### src/rtl/multicycle_ctrl.sv
// Multi-cycle fetch/decode/execute sequencer for a small 8-bit core.
// It drives the fetch, register-file and data-memory handshakes. Every control output is registered.
module multicycle_ctrl #(
    parameter logic [7:0]  RESET_PC = 8'h00,
    parameter int unsigned MAX_WAIT = 15
) (
    input  logic        clk,
    input  logic        reset,
    input  logic        start,
    output logic        instr_req,
    output logic [7:0]  instr_addr,
    input  logic        instr_ack,
    input  logic [8:0]  instr_in,
    output logic [2:0]  alu_op,
    output logic [2:0]  reg_a_addr,
    output logic [2:0]  reg_b_addr,
    input  logic [7:0]  reg_b_data,
    input  logic        alu_jump_flag,
    output logic        reg_we,
    output logic [2:0]  reg_w_addr,
    output logic        wb_sel,
    output logic        mem_req,
    output logic        mem_we,
    input  logic        mem_ack,
    output logic        busy,
    output logic        halted,
    output logic        error,
    output logic [15:0] instr_count
);
    localparam logic [2:0] OP_LD     = 3'd5;
    localparam logic [2:0] OP_ST     = 3'd6;
    localparam logic [2:0] OP_BLQZ   = 3'd7;
    localparam logic [8:0] HALT_WORD = 9'h1FF;
    localparam int         WW        = $clog2(MAX_WAIT + 1);
    localparam logic [WW-1:0] WAIT_LAST = WW'(MAX_WAIT - 1);

    typedef enum logic [2:0] {
        S_IDLE, S_FETCH, S_DECODE, S_EXEC, S_MEM, S_WB, S_HALT, S_ERR
    } state_t;

    typedef struct packed {
        logic       instr_req;
        logic       mem_req;
        logic       mem_we;
        logic       reg_we;
        logic       wb_sel;
        logic       busy;
        logic       halted;
        logic       error;
        logic [2:0] alu_op;
        logic [2:0] ra;
        logic [2:0] rb;
    } outs_t;

    state_t        state_q, state_d;
    logic [7:0]    pc_q, pc_d;
    logic [15:0]   cnt_q, cnt_d;
    logic [8:0]    instr_q, instr_d;
    logic [WW-1:0] wait_q, wait_d;
    outs_t         out_q, out_d;

    // Outputs are decoded from the next state so that they line up with the state they describe.
    function automatic outs_t outs_for(input state_t s, input logic [8:0] w);
        outs_t o;
        o = '0;
        case (s)
            S_FETCH: begin
                o.instr_req = 1'b1;
                o.busy      = 1'b1;
            end
            S_DECODE, S_EXEC, S_MEM, S_WB: begin
                o.busy   = 1'b1;
                o.alu_op = w[8:6];
                o.ra     = w[5:3];
                o.rb     = w[2:0];
                o.mem_req = (s == S_MEM);
                o.mem_we  = (s == S_MEM) && (w[8:6] == OP_ST);
                o.reg_we  = (s == S_WB);
                o.wb_sel  = (s == S_WB) && (w[8:6] == OP_LD);
            end
            S_HALT:  o.halted = 1'b1;
            S_ERR:   o.error  = 1'b1;
            default: o = '0;
        endcase
        return o;
    endfunction

    always_comb begin
        state_d = state_q;
        pc_d    = pc_q;
        cnt_d   = cnt_q;
        instr_d = instr_q;
        case (state_q)
            S_IDLE, S_HALT, S_ERR: begin
                if (start) begin
                    state_d = S_FETCH;
                    pc_d    = RESET_PC;
                    cnt_d   = '0;
                end
            end
            S_FETCH: begin
                if (instr_ack) begin
                    instr_d = instr_in;
                    state_d = S_DECODE;
                end else if (wait_q == WAIT_LAST) begin
                    state_d = S_ERR;
                end
            end
            S_DECODE: state_d = (instr_q == HALT_WORD) ? S_HALT : S_EXEC;
            S_EXEC: begin
                case (instr_q[8:6])
                    OP_LD, OP_ST: state_d = S_MEM;
                    OP_BLQZ: begin
                        pc_d    = alu_jump_flag ? reg_b_data : pc_q + 8'd1;
                        cnt_d   = cnt_q + 16'd1;
                        state_d = S_FETCH;
                    end
                    default: state_d = S_WB;
                endcase
            end
            S_MEM: begin
                if (mem_ack) begin
                    if (instr_q[8:6] == OP_ST) begin
                        pc_d    = pc_q + 8'd1;
                        cnt_d   = cnt_q + 16'd1;
                        state_d = S_FETCH;
                    end else begin
                        state_d = S_WB;
                    end
                end else if (wait_q == WAIT_LAST) begin
                    state_d = S_ERR;
                end
            end
            S_WB: begin
                pc_d    = pc_q + 8'd1;
                cnt_d   = cnt_q + 16'd1;
                state_d = S_FETCH;
            end
            default: state_d = S_IDLE;
        endcase

        // The wait count restarts whenever a state is entered.
        wait_d = '0;
        if (state_d == state_q && (state_q == S_FETCH || state_q == S_MEM))
            wait_d = wait_q + 1'b1;

        out_d = outs_for(state_d, instr_d);
    end

    always_ff @(posedge clk or posedge reset) begin
        if (reset) begin
            state_q <= S_IDLE;
            pc_q    <= RESET_PC;
            cnt_q   <= '0;
            instr_q <= '0;
            wait_q  <= '0;
            out_q   <= '0;
        end else begin
            state_q <= state_d;
            pc_q    <= pc_d;
            cnt_q   <= cnt_d;
            instr_q <= instr_d;
            wait_q  <= wait_d;
            out_q   <= out_d;
        end
    end

    assign instr_req   = out_q.instr_req;
    assign instr_addr  = pc_q;
    assign alu_op      = out_q.alu_op;
    assign reg_a_addr  = out_q.ra;
    assign reg_b_addr  = out_q.rb;
    assign reg_w_addr  = out_q.ra;
    assign reg_we      = out_q.reg_we;
    assign wb_sel      = out_q.wb_sel;
    assign mem_req     = out_q.mem_req;
    assign mem_we      = out_q.mem_we;
    assign busy        = out_q.busy;
    assign halted      = out_q.halted;
    assign error       = out_q.error;
    assign instr_count = cnt_q;
endmodule

### config.mk
export PLATFORM = sky130hd
export DESIGN_NAME = multicycle_ctrl
export DESIGN_NICKNAME = d
export VERILOG_FILES = /design/src/rtl/multicycle_ctrl.sv
export SDC_FILE = /design/constraint.sdc
export NUM_CORES = 1
export LEC_CHECK = 0
export ABC_AREA = 1
export BUFFER_PORTS_ARGS = -buffer_cell sky130_fd_sc_hd__buf_2
export CAP_MARGIN = 20
export CORE_UTILIZATION = 35
export DETAILED_ROUTE_END_ITERATION = 12
export PLACE_DENSITY = 0.53
export SYNTH_ARGS = -nofsm -noshare
export SYNTH_HDL_FRONTEND = slang
export SYNTH_SLANG_ARGS = --single-unit
### constraint.sdc
create_clock -name clk -period 1.95 [get_ports clk]
set_input_delay 0.2925 -clock clk [delete_from_list [all_inputs] [get_ports clk]]
set_output_delay 0.2925 -clock clk [all_outputs]
set_load 0.01 [all_outputs]
Word level (Yosys, flattened, before mapping)
Cells that the tools add are included.

Bits in registers: 57. Input bits: 23. Logic and storage cells: 84.

Add/sub/neg operators: 3. Eq/ne operators: 26. Multiplexer cells: 28. Reduce and logical (&&, ||, !) cells: 11.

Operators with widths (number): two-way mux 16 bit (4); case mux 16 bit (4 select lines) (1); two-way mux 8 bit (5); equality test 3 bit (second input constant) (13); case mux 8 bit (4 select lines) (1); two-way mux 9 bit (3); two-way mux 3 bit (6); case mux 3 bit (6 select lines) (1); adder 16 x 1 -> 16 bit (second input constant) (1); equality test 3 x 2 -> 1 bit (second input constant) (4); equality test 9 bit (second input constant) (1); adder 8 x 1 -> 8 bit (second input constant) (1); two-way mux 4 bit (2); != test 2 bit (second input constant) (4); equality test 3 x 1 -> 1 bit (second input constant) (2); case mux 3 bit (2 select lines) (1); AND reduction 5 bit (1); OR reduction 5 bit (1); adder 4 x 1 -> 4 bit (second input constant) (1); equality test 4 bit (second input constant) (1); two-way mux 1 bit (4); nonzero test 4 bit (1); OR reduction 4 bit (1); equality test 3 bit (1); other kinds (5) (7).

Logic depth before layout (Yosys ltp)
Gate-level depths: netlist (run 1).

Depth after elaboration: 7. Depth in mapped cells: 11. Depth with buffers taken out: 10.

Least setup slack after synthesis (run 1)
Ideal clock, no wire load.

Kind: flip-flop to flip-flop. Start: reg cnt_q[0] (netlist: instr_count[0]). End: reg cnt_q[8] (netlist: instr_count[8]). Arrival: 1.451 ns. Data required time: 1.824 ns. Setup slack: 0.373 ns. Cell stages (with the launch flop): 8. Clock period less this slack: 1.577 ns. Cells stage by stage: dfrtp_1 > ha_1 > inv_1 > nor3_1 > nand2_1 > xor2_1 > nand3_1 > o21ai_0.

Word-level cells in the longest chain between the ends: 4. Elaborated cells between the ends (all ways): 5.

Ends and longest elaborated chain: from (decl) (RTL line 57) `logic [15:0] cnt_q, cnt_d;`; from (signal assigned) (RTL line 161) `cnt_q <= cnt_d;`; adder 16 x 1 -> 16 bit * (RTL line 115, 125, 136); two-way mux 16 bit (RTL line 123) `if (instr_q[8:6] == OP_ST) begin`; two-way mux 16 bit (RTL line 122) `if (mem_ack) begin`; case mux 16 bit (4 select lines) * (RTL line 93) `case (state_q)`.

Every way passes the cells marked *; elsewhere a longest branch is shown, timed or not. The select of a mux whose other input is x is not followed. A chain may end at the register's enable or synchronous reset.

Worst setup path after layout (run 1)
Start: reg state_q[1]. End: reg cnt_q[2] (netlist: instr_count[2]).

Word-level cells in the longest chain between the ends: 4. Elaborated cells between the ends (all ways): 14.

Ends and longest elaborated chain: from (decl) (RTL line 55) `state_t state_q, state_d;`; from (signal assigned) (RTL line 159) `state_q <= state_d;`; equality test 3 bit or logical NOT 3 bit (tied branches) (RTL line 93); OR reduction 3 bit (RTL line 93); nonzero test 4 bit (no line) or != test 2 bit (tied branches); AND reduction 5 bit (no line).

Parallel ways exist; a longest one is shown, timed or not.

==> results of run 1 <==
## placed cells by master (no fill, tap or decap), types with 2 or more instances in the layout
cell type,instances
nand2_1,101
buf_2,66
dfrtp_1,56
inv_1,45
nand3_1,42
nor2_1,41
o21ai_0,27
nand4_1,15
nor3_1,11
clkbuf_8,10
nor2_2,6
a21boi_0,6
xor2_1,6
inv_2,5
a21oi_1,5
a21boi_1,5
buf_4,5
ha_1,4
nand3_4,3
a21oi_2,3
xnor2_1,3
o21ai_1,3
nand2_4,2
nand3_2,2
o21ai_2,2
nor2_4,2
o21bai_1,2
or2_2,2
clkinv_2,2
buf_12,2
## cells in the mapped netlist
cell type,instances
xnor2_1,3
o21ai_2,2
nand3_4,2
nand3_1,42
nor2_4,2
nand4_1,15
nand2_2,1
nand2_1,101
nand2_4,2
o21bai_1,2
nand3_2,3
buf_6,4
a21oi_1,5
buf_4,5
a21boi_0,6
nor3_1,11
dfrtp_1,57
or2_2,2
ha_1,4
buf_2,2
nor2_1,41
nand4_2,1
o21ai_1,3
xor2_1,6
o211ai_1,1
o21ai_0,27
a21oi_2,3
inv_1,46
a21boi_1,5
inv_2,4
nor2_2,6
## state kept, by name, indices dropped and copies added (netlist names), 3 cells and up
register,cells
wait_q,4
state_q,3
reg_b_addr,3
reg_a_addr,3
instr_q,9
alu_op,3
instr_count,16
instr_addr,8
## final timing paths
path,startpoint,to,slack [ns]
setup / recovery,state_q[1],instr_count[2],0.18
hold / removal,reset,reg_a_addr[2],-0.01
setup reg to reg,state_q[1],instr_count[2],0.18
hold reg to reg,wait_q[0],wait_q[0],0.49
max in group asynchronous,reset,state_q[0],1.66
min in group clk,instr_in[2],instr_q[2],0.17
## metal layers
layer  share of wire, %  routed length, um  vias up  GRT usage (%)
met1                 47               3546     1323          21.92
met2                 46               3470       62          27.25
li1                   -                  -     1492              -
met4                1.2                 93        0          5.711
met3                5.3                400        9          5.225
met5                  0                  0        -              0
## cells by family (layout without fill, tap and decap cells)
family,Yosys count,in the layout
XOR/XNOR,9,9
adder cells (fa/ha/maj),4,4
AO/OA/AOI/OAI,54,54
buffers and inverters,61,138
AND/OR/NAND/NOR,229,229
flip-flops,57,57
## power by group through the flow
stage          sequential (W)  combinational, W  clock (W)
2_1_floorplan         0.00178           0.00178          0
4_1_cts               0.00174           0.00240    0.00113
6_report              0.00174           0.00240    0.00110
3_5_place_dp          0.00176           0.00240          0
3_3_place_gp          0.00175           0.00239          0
5_1_grt               0.00179           0.00274    0.00119
## worst max-delay path, stage by stage (launching register included)
cell and delay [ns]:
dfrtp_1 0.45, inv_2 0.15, nand2_4 0.09, nor2_1 0.26, o21ai_2 0.18, nand2_1 0.10
nor2_2 0.05, buf_12 0.15, a21oi_1 0.16, nor2_2 0.05
## through the flow
stage | total power, W | hold WS, ns
after floorplan | 0.003559 | 0.4228
after global placement | 0.004144 | 0.3777
after detailed placement | 0.004155 | 0.3809
after CTS | 0.005274 | 0.003547
after global routing | 0.005718 | 0.02411
final | 0.005235 | -0.01463
## final cells by class
cell class,instances,area share (%)
multi-input cells,296,39.43
flip-flops and latches,57,36.76
repair buffers,73,10.50
inverters,50,4.832
clock buffers,10,3.544
well taps,108,3.479
clock inverters,5,1.450
## repair_timing
| item | in CTS | in global routing |
|---|---|---|
| resized for setup | 0 | 2 |
| setup endpoints to repair | 0 | 4 |
| setup buffers | 0 | 0 |
==> impl_metrics.py, run 1 <==
metrics = {
    "yosys": {
        "synth.area.top_cells": "dfrtp_1, nand2_1, nand3_1, inv_1, nor2_1",
        "seq_area_frac_synth_pct": 44.15,
        "yosysTopAreaCell": "dfrtp_1",
        "synth-xor-area-share_pct": 2.440,
        "syn_nets": 441,
        "yosysWarnings": 0,
        "yosys_register_bits": 57,
        "synth_top_area_share_pct": 44.15,
        "synth_compound_area_share_pct": 10.03,
        "synth_simple_gate_area_share_pct": 33.15,
        "synth_top_family_by_area": "simple AND/OR/NAND/NOR gates",
        "synth_area_per_cell_um2": 7.803,
        "synthCells": 414,
        "synth.area.mux_share_pct": 0,
        "synthAdderAreaFrac_pct": 1.549,
        "synth_cell_types": 31,
        "syn_area_um2": 3231,
    },
    "routing": {
        "drt-total-wl_um": 7510,
        "vias": 2886,
        "drt_iter0_drc": 120,
        "viasPerCell": 4.818,
        "drt-wirelength-per-cell_um": 12.54,
        "route.detailed.drc": 6,
        "drtAntennaViolNets": 0,
        "firstDrtPassIters": 9,
    },
    "placement": {
        "hpwl_um": 5424,
        "preCtsSetupSlack_ns": 0.1230,
        "place_area_um2": 3681,
        "globalplace.congestion": 0.8771,
        "placed_cells": 584,
        "io_buffer_count": 66,
    },
    "floorplanning": {
        "die_h_um": 98.08,
        "start_util_pct": 36.51,
        "ios": 67,
        "fp.dieW_um": 98.08,
        "core_area_um2": 8848,
        "num_rows": 34,
        "die-area_um2": 9619,
    },
    "cts": {
        "clk_pin_slew_ns": 0.07,
        "clk_latency_ns": 0.34,
        "clock_sinks": 57,
        "cts_buffer_depth": 2,
        "cts_made_buffers": 9,
        "htreeDepth": 3,
        "hold_buffers": 0,
        "root_buffer": "clkbuf_8",
        "cts_tree": "done",
    },
    "sta": {
        "whs_ns": -0.01463,
        "setup_slack_ns": 0.1770,
        "timing.final.crit_share_pct": 90.92,
        "final_hold_viol_count": 6,
        "worst_slew_pin_slew_ns": 0.5029,
        "setup-tns-final_ns": 0,
        "maxSlewHeadroom_pct": 66.21,
        "fmaxAchievable_mhz": 564.0,
        "setup_violations": 0,
        "drv_slew": 0,
        "min_period_ns": 1.773,
        "finalClockSkew_ns": 0.01007,
        "rsz0062_at_grt": "no",
    },
    "critical_path": {
        "cp_data_arrival_time_ns": 2.00,
        "crit_path_end_kind": "flip-flop",
        "path_class": "flip-flop to flip-flop",
        "startpoint_type": "flip-flop",
        "required_ns": 2.18,
        "r2r_cells": 9,
        "cp_max_fo": 31,
    },
    "power": {
        "irDropWorstVdd_v": 0.0005562,
        "clock_power_share_pct": 21.0,
        "power.switching_w": 0.002307,
        "switching_share_pct": 44.07,
        "p_int_w": 0.002928,
        "seqPwrFrac_pct": 33.2,
        "p_comb_share_pct": 45.8,
        "p_leak_nw": 2.023,
        "power_density_nw_per_um2": 1348,
    },
    "grt": {
        "grt_pass1_wl_um": 12950,
        "antenna_found_initial": 0,
        "grt_pass1_vias": 2823,
        "grt.overflow.total": 0,
        "track_usage_pct": 17.05,
        "grt_max_degree": 58,
    },
    "flow_run": {
        "maxCapViolations": 0,
    },
    "worst_hold_path": {
        "hold_class": "primary input to asynchronous set/reset pin",
    },
    "cells_and_area": {
        "diodes": 0,
        "nFillCells": 940,
        "finalInstanceArea_um2": 3884,
        "nets": 514,
        "multiInputGateArea_um2": 1531,
        "final_cells": 599,
        "register_area_um2": 1428,
        "syn_to_final_growth_pct": 20.22,
        "fin_util_pct": 43.89,
        "layout-drive-gt1-share_pct": 24.03,
    },
    "outcome": {
        "outcome": "finished, violations left",
        "violations": "DRC, hold timing",
    },
}
Power figures use the tool's default switching activity.
==> inputs of run 2 (changes only) <==
CORE_UTILIZATION = 45   (was 35)
PLACE_DENSITY = 0.66   (was 0.53)
clock period = 2 ns   (was 1.95 ns; I/O delays follow)
==> impl_metrics.py, run 2 (synthesis gave the netlist of run 1 again) <==
metrics = {
    "outcome": {
        "outcome": "completed",
    },
    "sta": {
        "rsz0062_at_grt": "no",
        "setup_slack_ns": 0.2190,
        "drv_slew": 0,
        "setup_violations": 0,
        "setup-tns-final_ns": 0,
        "maxSlewHeadroom_pct": 56.78,
        "finalClockSkew_ns": 0.01216,
        "fmaxAchievable_mhz": 561.5,
        "min_period_ns": 1.781,
        "final_hold_viol_count": 0,
        "timing.final.crit_share_pct": 89.05,
        "whs_ns": 0.03767,
        "worst_slew_pin_slew_ns": 0.6474,
    },
    "cells_and_area": {
        "diodes": 0,
        "final_cells": 587,
        "largest_reg_flops": 16,
        "nets": 513,
        "layout-drive-gt1-share_pct": 23.83,
        "layout_common_cells": "nand2_1, buf_2, dfrtp_1",
        "syn_to_final_growth_pct": 21.38,
        "final_common_cell": "nand2_1",
    },
    "routing": {
        "drt_iter0_drc": 106,
        "viasPerCell": 5.080,
        "firstDrtPassIters": 4,
        "route.detailed.drc": 0,
        "drt-wirelength-per-cell_um": 12.42,
        "drtAntennaViolNets": 0,
        "drt-total-wl_um": 7292,
        "vias": 2982,
    },
    "cts": {
        "hold_buffers": 0,
        "cts-resized-gates": 0,
        "cts_made_buffers": 9,
        "cts_setup_buffers": 0,
        "root_buffer": "clkbuf_8",
        "clk_latency_ns": 0.34,
        "clock_sinks": 57,
        "clk_pin_slew_ns": 0.07,
        "cts_tree": "done",
        "htreeDepth": 3,
        "cts_buffer_depth": 2,
    },
    "floorplanning": {
        "fp.dieW_um": 86.73,
        "die_h_um": 86.73,
        "start_util_pct": 47.03,
        "ios": 67,
        "die-area_um2": 7522,
        "num_rows": 30,
        "core_area_um2": 6869,
    },
    "grt": {
        "track_usage_pct": 22.16,
        "grt_pass1_vias": 2837,
        "grt.overflow.total": 0,
        "grt_pass1_wl_um": 12850,
        "antenna_found_initial": 0,
        "grt_max_degree": 32,
    },
    "worst_hold_path": {
        "hold_class": "primary input to asynchronous set/reset pin",
    },
    "critical_path": {
        "crit_path_end_kind": "flip-flop",
        "startpoint_type": "flip-flop",
        "path_class": "flip-flop to flip-flop",
        "cp_data_arrival_time_ns": 2.00,
        "cp_max_fo": 19,
        "r2r_cells": 7,
        "required_ns": 2.22,
    },
    "power": {
        "p_int_w": 0.003172,
        "power_density_nw_per_um2": 1380,
        "p_leak_nw": 2.048,
        "total_power_w": 0.005412,
        "p_comb_share_pct": 42.7,
        "irDropWorstVdd_v": 0.0007716,
        "clock_power_share_pct": 26.0,
        "power.switching_w": 0.002240,
        "switching_share_pct": 41.39,
        "seqPwrFrac_pct": 31.3,
    },
    "flow_run": {
        "maxCapViolations": 0,
    },
    "placement": {
        "globalplace.congestion": 0.8973,
        "placed_cells": 571,
        "io_buffer_count": 66,
        "preCtsSetupSlack_ns": 0.2177,
        "hpwl_um": 5264,
    },
}
run 2: final timing paths:
| check | startpoint | end | slack, ns |
|---|---|---|---|
| worst max-delay path | state_q[1] | instr_addr[3] | 0.22 |
| worst min-delay path | reset | instr_count[13] | 0.04 |
| worst max register to register | state_q[1] | instr_addr[3] | 0.22 |
| worst min register to register | wait_q[0] | wait_q[0] | 0.49 |
| max in group asynchronous | reset | state_q[0] | 1.37 |
| min in group clk | instr_in[0] | instr_q[0] | 0.18 |
run 2: stage by stage:
| step | area [um2] | utilization, % |
|---|---|---|
| after global placement | 3659 | 53.26 |
| after floorplan | 3231 | - |
| final | 3921 | 57.09 |
| after global routing | 3921 | 57.09 |
| after detailed placement | 3659 | 53.26 |
| after CTS | 3921 | 57.09 |
run 2: area by class of cell:
class / count / area [um2]
multi-input combinational: 296 / 1524
sequential: 57 / 1426
fill: 645 / 2948
clock inverter: 4 / 97.59
inverter: 50 / 187.7
timing repair buffer: 72 / 400.4
tap: 96 / 120.1
clock buffer: 12 / 165.2
run 2: routing by layer:
| metal | GRT usage [%] | vias up | part of all wire, % | routed length [um] |
|---|---|---|---|---|
| met5 | 0 | - | 0 | 0 |
| met4 | 9.697 | 0 | 1.6 | 117 |
| met3 | 4.571 | 12 | 4.3 | 312 |
| met2 | 36.08 | 78 | 47 | 3407 |
| met1 | 28.62 | 1401 | 47 | 3454 |
| li1 | - | 1491 | - | - |
run 2: critical path, cell delays in order, from the launching register on:
cell	delay, ns
dfrtp_1	0.46
inv_2	0.12
nand2_4	0.12
nor2_1	0.09
o21ai_2	0.14
nand3_2	0.35
o21ai_0	0.27
a21boi_0	0.10
run 2: power by group through the flow:
stage                     Combinational, W  Clock, W  Sequential (W)
after floorplan                    0.00174         0         0.00173
after global placement             0.00228         0         0.00170
after detailed placement           0.00231         0         0.00171
after CTS                          0.00233   0.00143         0.00169
after global routing               0.00263   0.00148         0.00174
final                              0.00231   0.00141         0.00169
==> inputs of run 3 (changes only) <==
CORE_UTILIZATION = 49   (was 45)
MAX_ROUTING_LAYER = met4   (was unset)
PLACE_DENSITY = 0.71   (was 0.66)
==> impl_metrics.py, run 3 (synthesis gave the netlist of run 1 again) <==
metrics = {
    "grt": {
        "antenna_found_initial": 0,
        "grt.overflow.total": 0,
        "grt_max_degree": 32,
        "grt_pass1_wl_um": 12800,
        "track_usage_pct": 23.68,
        "grt_pass1_vias": 2840,
    },
    "cts": {
        "htreeDepth": 3,
        "clk_latency_ns": 0.34,
        "clk_pin_slew_ns": 0.07,
        "cts_buffer_depth": 2,
        "clock_sinks": 57,
        "cts_tree": "done",
        "root_buffer": "clkbuf_8",
        "cts_made_buffers": 9,
    },
    "critical_path": {
        "timing.rr.end": "alu_op[2]",
        "startpoint_type": "flip-flop",
        "required_ns": 2.20,
        "r2r-start": "state_q[2]",
        "cp_data_arrival_time_ns": 1.97,
        "crit_path_end_kind": "flip-flop",
        "cp_max_fo": 13,
        "crit_chain": "inv_2 -> nand3_4 -> nor2_4 -> nor2_4 -> nand3_4 -> inv_2 -> nand2_4 -> a21boi_0",
        "critPathLaunch": "state_q[2]",
        "cp-endpoint": "alu_op[2]",
        "timing.critical_path.buf_inv": 2,
        "r2r_cells": 8,
        "crit_cells": 8,
        "path_class": "flip-flop to flip-flop",
        "critPathTopFamily": "simple AND/OR/NAND/NOR gates",
        "worst-r2r-setup-slack_ns": 0.23,
        "critPathSlowestCell": "dfrtp_1",
        "slowest_delay_ns": 0.47,
    },
    "power": {
        "p_leak_nw": 2.015,
        "irDropWorstVdd_v": 0.0009358,
        "power_density_nw_per_um2": 1329,
    },
    "routing": {
        "viasPerCell": 5.135,
        "drt-wirelength-per-cell_um": 12.48,
        "drtAntennaViolNets": 0,
        "firstDrtPassIters": 5,
        "vias": 2922,
        "route.detailed.drc": 0,
        "drt-total-wl_um": 7101,
        "drt_iter0_drc": 156,
    },
    "sta": {
        "maxSlewHeadroom_pct": 67.34,
        "fmaxAchievable_mhz": 565.9,
        "drv_slew": 0,
        "setup-tns-final_ns": 0,
        "setup_violations": 0,
        "whs_ns": 0.1802,
        "rsz0062_at_grt": "no",
        "finalClockSkew_ns": 0.01076,
        "timing.final.crit_share_pct": 88.35,
        "min_period_ns": 1.767,
        "worst_slew_pin_slew_ns": 0.4898,
        "final_hold_viol_count": 0,
    },
    "placement": {
        "io_buffer_count": 66,
        "placed_cells": 552,
        "hpwl_um": 5243,
        "globalplace.congestion": 0.9197,
    },
    "floorplanning": {
        "num_rows": 29,
        "fp.dieW_um": 83.20,
        "ios": 67,
        "start_util_pct": 50.88,
        "die-area_um2": 6921,
        "die_h_um": 83.20,
        "core_area_um2": 6350,
    },
    "cells_and_area": {
        "final_common_cell": "nand2_1",
        "largest_reg_flops": 16,
        "layout_common_cells": "nand2_1, buf_2, dfrtp_1",
        "diodes": 0,
        "layout-drive-gt1-share_pct": 23.58,
        "final_cells": 569,
        "syn_to_final_growth_pct": 18.75,
        "nets": 514,
        "nFillCells": 597,
    },
    "worst_hold_path": {
        "hold_class": "primary input to flip-flop",
    },
    "flow_run": {
        "maxCapViolations": 0,
    },
    "outcome": {
        "outcome": "completed",
    },
}
==> run 3: cell types whose count changed in the layout (fill, tap and decap cells not counted), sizes merged <==
cell / change
clkinvlp: +1
clkinv: +2
clkbuf: -1
dlygate4sd3: +1
bufinv: -2
==> run 3: cell type report <==
class | instances | area, um2 | share of cell area (%)
inverter | 50 | 187.7 | 4.892
tap | 77 | 96.34 | 2.511
clock inverter | 5 | 55.05 | 1.435
multi-input combinational | 296 | 1531 | 39.92
sequential | 57 | 1426 | 37.18
clock buffer | 11 | 141.4 | 3.686
timing repair buffer | 73 | 397.9 | 10.37
==> run 3: per-layer routing <==
metal | GRT usage, % | up-vias | wire (um)
li1 | - | 1501 | -
met1 | 30.56 | 1337 | 3371
met2 | 37.26 | 75 | 3294
met3 | 5.567 | 9 | 346
met4 | 7.053 | 0 | 88
met5 | - | - | 0
==> run 3: tightest hold or removal path, delay by kind of cell <==
family | cells | cell delay (ns)
buf+inv | 1 | 0.07
simple gates | 2 | 0.11
==> run 3: repair_timing <==
action,CTS,global route
setup endpoints to repair,0,2
gates resized for setup,0,1
endpoints found under the hold margin,22,0
hold buffers,1,0
setup buffers,0,0
==> run 3: per-stage QoR <==
step	util (%)	area, um2	setup slack (ns)	total power, W
3_3_place_gp	57.04	3622	0.2374	0.004000
4_1_cts	60.30	3829	0.1786	0.005124
5_1_grt	60.41	3836	0.09150	0.005557
6_report	60.41	3836	0.2331	0.005099
3_5_place_dp	57.04	3622	0.1786	0.004034
2_1_floorplan	-	3231	0.3004	0.003470
==> run 3: where the power goes <==
part           switching, W  internal [W]  leakage, nW
registers          0.000244       0.00145        0.756
clock network      0.000465      0.000605       0.0953
logic               0.00153      0.000800         1.16
==> run 3: worst min path at each step <==
stage | from | to | slack, ns | cells after the start
after floorplan | instr_in[5] | instr_q[5] | 0.43 | 2
after global placement | reset | instr_count[9] | 0.35 | 2
after detailed placement | reset | instr_count[9] | 0.36 | 2
after CTS | instr_in[2] | instr_q[2] | 0.17 | 3
after global routing | instr_in[0] | instr_q[0] | 0.18 | 3
final | instr_in[2] | instr_q[2] | 0.18 | 3
